==> src/rtl/wb_port_arbiter.sv <==
// Register-file write-port arbiter: pipeline writeback has priority, MCU results
// queue in a small FIFO, and a starvation counter forces a one-cycle pipeline
// stall so a waiting MCU result always drains.
module wb_port_arbiter #(
  parameter int unsigned WIDTH      = 32,
  parameter int unsigned REG_BITS   = 4,
  parameter int unsigned FIFO_DEPTH = 2,
  parameter int unsigned MAX_WAIT   = 4
) (
  input  logic                          clk,
  input  logic                          rst,
  input  logic                          pipe_we,
  input  logic [REG_BITS-1:0]           pipe_wa,
  input  logic [WIDTH-1:0]              pipe_wd,
  input  logic                          mcu_valid,
  output logic                          mcu_ready,
  input  logic [REG_BITS-1:0]           mcu_wa,
  input  logic [WIDTH-1:0]              mcu_wd,
  output logic                          stall_pipe,
  output logic                          rf_we,
  output logic [REG_BITS-1:0]           rf_wa,
  output logic [WIDTH-1:0]              rf_wd,
  output logic [$clog2(FIFO_DEPTH):0]   pending
);

  localparam int unsigned AW = $clog2(FIFO_DEPTH);
  localparam int unsigned PW = AW + 1;
  localparam int unsigned WW = $clog2(MAX_WAIT + 1);
  localparam logic [PW-1:0] FULL = PW'(FIFO_DEPTH);
  localparam logic [WW-1:0] WMAX = WW'(MAX_WAIT);

  typedef enum logic [1:0] {
    IDLE,
    PEND,
    FORCE
  } state_t;

  logic [REG_BITS-1:0] wa_mem [FIFO_DEPTH];
  logic [WIDTH-1:0]    wd_mem [FIFO_DEPTH];

  state_t              state_q, state_d;
  logic                stall_q, stall_d;
  logic [WW-1:0]       wait_q, wait_d;
  logic [PW-1:0]       cnt_q, cnt_d;
  logic [AW-1:0]       rd_ptr_q, wr_ptr_q;
  logic                rf_we_q;
  logic [REG_BITS-1:0] rf_wa_q;
  logic [WIDTH-1:0]    rf_wd_q;

  logic                push, pop, fifo_ne, grant_pipe, force_d;
  logic [REG_BITS-1:0] head_wa;
  logic [WIDTH-1:0]    head_wd;

  assign head_wa    = wa_mem[rd_ptr_q];
  assign head_wd    = wd_mem[rd_ptr_q];
  assign stall_pipe = stall_q;
  assign rf_we      = rf_we_q;
  assign rf_wa      = rf_wa_q;
  assign rf_wd      = rf_wd_q;
  assign pending    = cnt_q;

  // Grant decision, FIFO occupancy, starvation counter and next state.
  always_comb begin
    mcu_ready  = (cnt_q != FULL);
    push       = mcu_valid && mcu_ready;
    fifo_ne    = (cnt_q != '0);
    grant_pipe = !stall_q && pipe_we;
    pop        = !grant_pipe && fifo_ne;

    cnt_d = cnt_q;
    case ({push, pop})
      2'b10:   cnt_d = cnt_q + PW'(1);
      2'b01:   cnt_d = cnt_q - PW'(1);
      default: cnt_d = cnt_q;
    endcase

    wait_d = wait_q;
    if (pop) begin
      wait_d = '0;
    end else if (fifo_ne && (wait_q != WMAX)) begin
      wait_d = wait_q + WW'(1);
    end

    // The stall is raised in the cycle right after the head's last denial.
    force_d = fifo_ne && !pop && (wait_d == WMAX);

    state_d = state_q;
    case (state_q)
      IDLE:    state_d = push ? PEND : IDLE;
      PEND: begin
        if (force_d) begin
          state_d = FORCE;
        end else if (cnt_d == '0) begin
          state_d = IDLE;
        end
      end
      FORCE:   state_d = (cnt_d != '0) ? PEND : IDLE;
      default: state_d = IDLE;
    endcase

    stall_d = (state_d == FORCE);
  end

  // MCU result storage; contents are don't-care while not counted as occupied.
  always_ff @(posedge clk) begin
    if (push) begin
      wa_mem[wr_ptr_q] <= mcu_wa;
      wd_mem[wr_ptr_q] <= mcu_wd;
    end
  end

  // Arbiter FSM with registered stall and register-file outputs.
  always_ff @(posedge clk or posedge rst) begin
    if (rst) begin
      state_q  <= IDLE;
      stall_q  <= 1'b0;
      wait_q   <= '0;
      cnt_q    <= '0;
      rd_ptr_q <= '0;
      wr_ptr_q <= '0;
      rf_we_q  <= 1'b0;
      rf_wa_q  <= '0;
      rf_wd_q  <= '0;
    end else begin
      state_q <= state_d;
      stall_q <= stall_d;
      wait_q  <= wait_d;
      cnt_q   <= cnt_d;
      if (push) begin
        wr_ptr_q <= wr_ptr_q + AW'(1);
      end
      if (pop) begin
        rd_ptr_q <= rd_ptr_q + AW'(1);
      end
      rf_we_q <= grant_pipe || pop;
      if (grant_pipe) begin
        rf_wa_q <= pipe_wa;
        rf_wd_q <= pipe_wd;
      end else if (pop) begin
        rf_wa_q <= head_wa;
        rf_wd_q <= head_wd;
      end
    end
  end

endmodule

==> config.mk <==
export PLATFORM = sky130hd
export DESIGN_NAME = wb_port_arbiter
export DESIGN_NICKNAME = d
export VERILOG_FILES = /design/src/rtl/wb_port_arbiter.sv
export SDC_FILE = /design/constraint.sdc
export NUM_CORES = 1
export LEC_CHECK = 0
export CORE_UTILIZATION = 55
export CTS_BUF_LIST = sky130_fd_sc_hd__clkbuf_8
export DETAILED_ROUTE_END_ITERATION = 10
export PLACE_DENSITY_LB_ADDON = 0.2
export SLEW_MARGIN = 20
export SYNTH_ARGS = -nofsm -noshare
export SYNTH_HDL_FRONTEND = slang
export SYNTH_SLANG_ARGS = --single-unit
==> constraint.sdc <==
create_clock -name clk -period 7 [get_ports clk]
set_clock_uncertainty 0.15 [all_clocks]
set_input_delay 2.1 -clock clk [delete_from_list [all_inputs] [get_ports clk]]
set_output_delay 2.1 -clock clk [all_outputs]
set_load 0.01 [all_outputs]
Word-level counts from Yosys, hierarchy flattened
Memory sizes are Yosys's and may differ from the RTL's.
Index checks and enable logic that the tools add are counted.

cells by class
  add/sub/neg operators = 5
  equal/unequal tests = 8
  muxes and demuxes = 14
  reduce and logical (&&, ||, !) cells = 15

operator list
  operator                                          number
  2-to-1 mux 32 bit                                 2
  2-to-1 mux 4 bit                                  2
  == test 2 bit, second input constant              3
  logical AND 1 bit                                 6
  2-to-1 mux 3 bit                                  2
  case mux 2 bit (3 select lines)                   1
  nonzero test 2 bit                                3
  == test 2 x 1 -> 1 bit, second input constant     2
  logical NOT 2 bit                                 2
  2-to-1 mux 1 bit                                  4
  2-to-1 mux 2 bit                                  2
  case mux 2 bit (2 select lines)                   1
  adder 3 x 1 -> 3 bit, second input constant       1
  == test 3 bit, second input constant              1
  logical NOT 1 bit                                 3
  != test 3 bit, second input constant              1
  adder 1 bit, second input constant                2
  adder 2 x 1 -> 2 bit, second input constant       1
  != test 2 bit, second input constant              1
  subtractor 2 x 1 -> 2 bit, second input constant  1
  logical OR 1 bit                                  1

word-level totals
  bits in registers = 47
  RAM bits = 72
  input bits = 76
  output and inout bits = 41
  word-level logic and storage cells = 53
  memories = 2

memories
  name    words  width  read ports  clocked after memory_dff  wr ports  line  text
  wd_mem  2      32     1           0                         1         39    logic [WIDTH-1:0] wd_mem [FIFO_DEPTH];
  wa_mem  2      4      1           0                         1         38    logic [REG_BITS-1:0] wa_mem [FIFO_DEPTH];

Longest topological paths before layout
  depth after elaboration = 11
  gate-level depth with buffers = 10
  gate-level depth less buffers = 7

Least setup slack after synthesis
OpenSTA, ideal clock, no wires.

  kind = input port to flip-flop
  start point = in mcu_valid
  end point = mem wa_mem[0][0], enable pin
  library setup time = 429 ps
  arrival time = 3,733 ps
  required time = 6,421 ps
  path slack = 2,688 ps
  cell stages on the path = 2
  path buffers = 0
  path through = nand2_1 nor2_1

on the way
  cells in the longest elaborated chain, start to end = 3

RTL lines
  what                                    line  text
  start, declared                         15    input logic mcu_valid,
  logical AND 1 bit                       65    push = mcu_valid && mcu_ready;
  2-to-1 mux 1 bit                        106   if (push) begin
  2-to-1 mux 1 bit (implied by the code)  107   wa_mem[wr_ptr_q] <= mcu_wa;
  end, declared                           38

No other way between the ends.

Worst setup path after layout
  start point = in pipe_we
  end point = reg state_q[0]

on the way
  cells in the longest elaborated chain, start to end = 9
  elaborated cells between the ends (all ways) = 17
  those cells by class = eq/ne: 3; mux: 6; reduce/logical: 8

RTL lines
  what                                                            line  text
  start, declared                                                 12    input logic pipe_we,
  logical AND 1 bit *                                             67    grant_pipe = !stall_q && pipe_we;
  logical NOT 1 bit *                                             68    pop = !grant_pipe && fifo_ne;
  logical AND 1 bit *                                             68
  named net pop                                                   50    logic push, pop, fifo_ne, grant_pipe, force_d;
  == test 2 x 1 -> 1 bit / == test 2 bit (equally long branches)  71    case ({push, pop})
  case mux 2 bit (2 select lines)                                 71
  logical NOT 2 bit                                               93    end else if (cnt_d == '0) begin
  2-to-1 mux 2 bit                                                93
  2-to-1 mux 2 bit                                                91    if (force_d) begin
  case mux 2 bit (3 select lines) *                               88    case (state_q)
  named net state_d[0]                                            41    state_t state_q, state_d;
  end signal, assigned                                            125   state_q <= state_d;
  end, declared                                                   41

The timed path passes the listed nets; every way through them passes the cells marked *.
A chain may end at the register's enable or synchronous reset.

==> run summary <==
## Worst setup path
• 75 — crit path max fanout
• sky130_fd_sc_hd__buf_4 — crit path max-delay cell type
• clkdlybuf4s50_1, nor2b_4, buf_4, nor2_2, ha_1, nor4bb_1, nor4b_1, a211o_1 — critical path cell sequence
• state_q[0] — capture point of the worst reg-to-reg path
• register — sort of element at the end of the critical path
• input pin — critical path startpoint category
• 7.16 ns — CP Data Required Time
• 4.67 ns — data arrival time of the critical path
• 2 — CP Buf/Inv Count
• in -> reg — class of the most critical setup path
• 4.11 ns — Reg2Reg Setup Slack
• buffers and inverters — largest delay contributor family on the critical path
• 7 — r2r worst-path depth
• pending[0] — beginning of the worst register-to-register path
• 0.54 ns — slowest cell delay on critical path

## Routing
• 0 — Post-route DRC
• 3,284 — total via count in the routed design
• 201 — starting DRC count in detailed routing
• 4 — count of TritonRoute iterations in the first routing pass
• 0 — DRT antenna net count
• 9670 µm — total routed wirelength
• 16.0 µm — average detailed-routed wire length per instance
• 5.44 — DR vias/cell

## Placement
• 5780 µm — Post-DP HPWL
• 116 — Port Buf Inserts
• 0.00598 mm² — Placement Cell Area
• 2.11 ns — setup slack after placement
• 0.788 — Routability Congestion

## STA
• 0.918 ns — measured slew at the worst slew-check pin
• 221 MHz — highest clock frequency the design can meet
• false — unrepaired setup endpoints after global routing
• 64.5% — fin crit share
• 0 ns — final sum of negative setup slack
• 38.8% — relative slew slack
• 2.48 ns — post-route setup slack
• 4.52 ns — Period minus WS final
• 0 — Slew Limit Fails
• 0 — final hold viol count
• 0.375 ns — Worst Hold Margin
• 0 — setup-violating endpoint count in the final report

## Final layout
• 34.4% — relative area change from synthesis to final layout
• 77.1% — Final Core Density
• 565 — fin nets
• 497 — total of fill cells in the finished design
• 8.82% — share of post-route cells with drive strength above 1
• 0 — Ant. Diodes
• 0.00640 mm² — fin area

## Floorplan
• 117 — I/O pin count
• 95.1 µm — die extent in x
• 0.00903 mm² — die area
• 33 — count of standard-cell rows
• 0.00830 mm² — core area
• 57.4% — effective utilization at floorplan
• 95.1 µm — vertical die dimension

## Min path
• state_q[1] — Worst Hold Endpoint
• reg -> reg — HP Class
• state_q[1] — Hold Crit Start
• 1 — cell depth of the worst min-delay path

## Global routing
• 0 — total overflow reported by the global router
• 15,100 µm — global-route wire length before repair
• 0 — number of antenna violations at the first check in global routing
• 77 — maximum number of pins on one net before global-route repair
• 3,192 — number of global-route vias before repair
• 23.1% — overall routing resource usage

## Clock tree
• 0.07 ns — clock-pin slew on the worst setup and hold paths
• sky130_fd_sc_hd__clkbuf_8 — cell at the root of the clock tree
• 2 — number of buffers on the longest clock path
• 17 — CTS Buf Count
• 4 — maximum level of the CTS H-tree
• 0 — hold-fix buffer count after cts
• 0.42 ns — clk_lat worst skew
• 0 — Post-CTS Resized
• 0 — post-CTS setup buffers
• done — clock tree from TritonCTS
• 119 — CTS Sinks

## Yosys
• 448 — synthesized net count
• 119 — post-synthesis register bit count
• 70.1% — post-synthesis sequential area ratio
• 12.9 µm² — per-instance average area after synthesis
• 30 — distinct cell type count of the synthesized netlist
• 0.00476 mm² — netlist area before placement
• 369 — cell count after synthesis
• 0 — Yosys warning count

## Flow run
• 0 — max-cap violation count

## Power and ir drop
• 390 mW/mm² — Power per Cell Area
• 0.000231 V — IR Drop Worst-Case VDD
• 2.50 nW — P_leak

## Status
• completed — run status

-- layout make-up --
class / count / area [µm²] / share of cell area (%)
tap: 105 / 131 / 2.05
timing repair buffer: 119 / 1200 / 18.7
clock buffer: 18 / 248 / 3.87
clock inverter: 14 / 150 / 2.35
inverter: 4 / 16.3 / 0.254
sequential: 119 / 3340 / 52.2
multi-input combinational: 225 / 1320 / 20.6
-- cell usage after synthesis --
library cell               count  area, µm²
sky130_fd_sc_hd__edfxtp_1     72       2160
sky130_fd_sc_hd__dfrtp_1      47       1180
sky130_fd_sc_hd__nand2_1      41        154
sky130_fd_sc_hd__nor2_1       40        150
sky130_fd_sc_hd__a21oi_1      39        195
sky130_fd_sc_hd__mux2i_1      36        360
sky130_fd_sc_hd__o21ai_0      31        155
sky130_fd_sc_hd__buf_2         9       45.0
sky130_fd_sc_hd__o21ai_1       8       40.0
sky130_fd_sc_hd__clkbuf_1      7       26.3
sky130_fd_sc_hd__buf_4         4       30.0
sky130_fd_sc_hd__inv_1         4       15.0
sky130_fd_sc_hd__ha_1          3       37.5
sky130_fd_sc_hd__nand2b_1      3       18.8
sky130_fd_sc_hd__xnor2_1       3       26.3
sky130_fd_sc_hd__nand3_1       2       10.0
sky130_fd_sc_hd__nand3b_1      2       15.0
sky130_fd_sc_hd__nor2_2        2       12.5
sky130_fd_sc_hd__nor3b_1       2       15.0
sky130_fd_sc_hd__nor4b_1       2       17.5
sky130_fd_sc_hd__nor4bb_1      2       20.0
sky130_fd_sc_hd__xor2_1        2       17.5
sky130_fd_sc_hd__a211o_1       1       8.76
sky130_fd_sc_hd__a31o_2        1       8.76
sky130_fd_sc_hd__and3_1        1       6.26
sky130_fd_sc_hd__buf_6         1       11.3
sky130_fd_sc_hd__nor2b_1       1       6.26
sky130_fd_sc_hd__nor3_1        1       5.00
sky130_fd_sc_hd__nor3_2        1       10.0
sky130_fd_sc_hd__or2_2         1       6.26
-- report_power, final --
part | total (W) | internal, W | switching [W]
clock network | 0.000609 | 0.000327 | 0.000282
registers | 0.00111 | 0.000954 | 0.000151
logic | 0.000781 | 0.000390 | 0.000391
-- per-layer routing --
metal | GRT usage [%] | vias up | share of wire, %
met1 | 27.4 | 1582 | 41
li1 | - | 1551 | -
met2 | 38.1 | 127 | 51
met3 | 6.70 | 24 | 6.2
met5 | 0 | - | 0
met4 | 12.1 | 0 | 2.4
-- kinds of logic after synthesis --
| logic type | Yosys count | synth area share [%] |
|---|---|---|
| AOI/OAI and AO/OA | 80 | 8.57 |
| xor gates and xnor gates | 5 | 0.920 |
| adders and majority gates | 3 | 0.788 |
| buffers and inverters | 25 | 2.68 |
| DFF | 119 | 70.1 |
| muxes | 36 | 7.57 |
| and+or+nand+nor | 101 | 9.38 |
-- sequential cells by signal, summed over array words and instances, names as in the netlist --
signal,cells
state_q,2
rd_ptr_q,1
wa_mem,8
rf_wd,32
wr_ptr_q,1
rf_wa,4
pending,2
wd_mem,64
wait_q,3
stall_pipe,1
rf_we,1
-- cells in the final DEF (no fill, tap or decap) --
cell type,n
sky130_fd_sc_hd__clkdlybuf4s50_1,116
sky130_fd_sc_hd__edfxtp_1,72
sky130_fd_sc_hd__dfrtp_1,46
sky130_fd_sc_hd__nand2_1,41
sky130_fd_sc_hd__nor2_1,39
sky130_fd_sc_hd__a21oi_1,39
sky130_fd_sc_hd__mux2i_1,36
sky130_fd_sc_hd__o21ai_0,31
sky130_fd_sc_hd__clkbuf_8,18
sky130_fd_sc_hd__o21ai_1,8
sky130_fd_sc_hd__clkinvlp_4,5
sky130_fd_sc_hd__nand2b_1,3
sky130_fd_sc_hd__xnor2_1,3
sky130_fd_sc_hd__inv_1,3
sky130_fd_sc_hd__ha_1,3
sky130_fd_sc_hd__inv_6,3
sky130_fd_sc_hd__nor2_4,2
sky130_fd_sc_hd__xor2_1,2
sky130_fd_sc_hd__nand3_1,2
sky130_fd_sc_hd__nand3b_1,2
sky130_fd_sc_hd__nor4bb_1,2
sky130_fd_sc_hd__nor4b_1,2
sky130_fd_sc_hd__nor3b_1,2
sky130_fd_sc_hd__clkinv_2,2
sky130_fd_sc_hd__bufinv_16,2
sky130_fd_sc_hd__clkinv_4,2
sky130_fd_sc_hd__buf_4,2
sky130_fd_sc_hd__nor2b_4,1
sky130_fd_sc_hd__or2_2,1
sky130_fd_sc_hd__nor2_2,1
sky130_fd_sc_hd__nor3_2,1
sky130_fd_sc_hd__a31o_2,1
sky130_fd_sc_hd__nor3_1,1
sky130_fd_sc_hd__a211o_1,1
sky130_fd_sc_hd__and3_2,1
sky130_fd_sc_hd__clkinv_1,1
sky130_fd_sc_hd__buf_12,1
sky130_fd_sc_hd__dfrtp_4,1
-- worst max path at each step --
stage                    from           end  slack (ns)  cells after the start
finish                pipe_we    state_q[0]        2.48                      8
global route          pipe_we    state_q[0]        2.38                      8
CTS                   pipe_we    state_q[0]        2.58                      8
detailed placement    pipe_we    state_q[0]        2.11                      8
global placement      pipe_we    state_q[0]        2.27                      8
floorplan           mcu_valid  wa_mem[0][0]        2.69                      2
-- metrics by stage --
step / total power, W / cells
final: 0.00250 / 604
after CTS: 0.00251 / 603
after global placement: 0.00185 / 571
after global routing: 0.00264 / 604
after floorplan: 0.00157 / 369
after detailed placement: 0.00189 / 571
No activity file was read; power rests on OpenSTA's default activity.
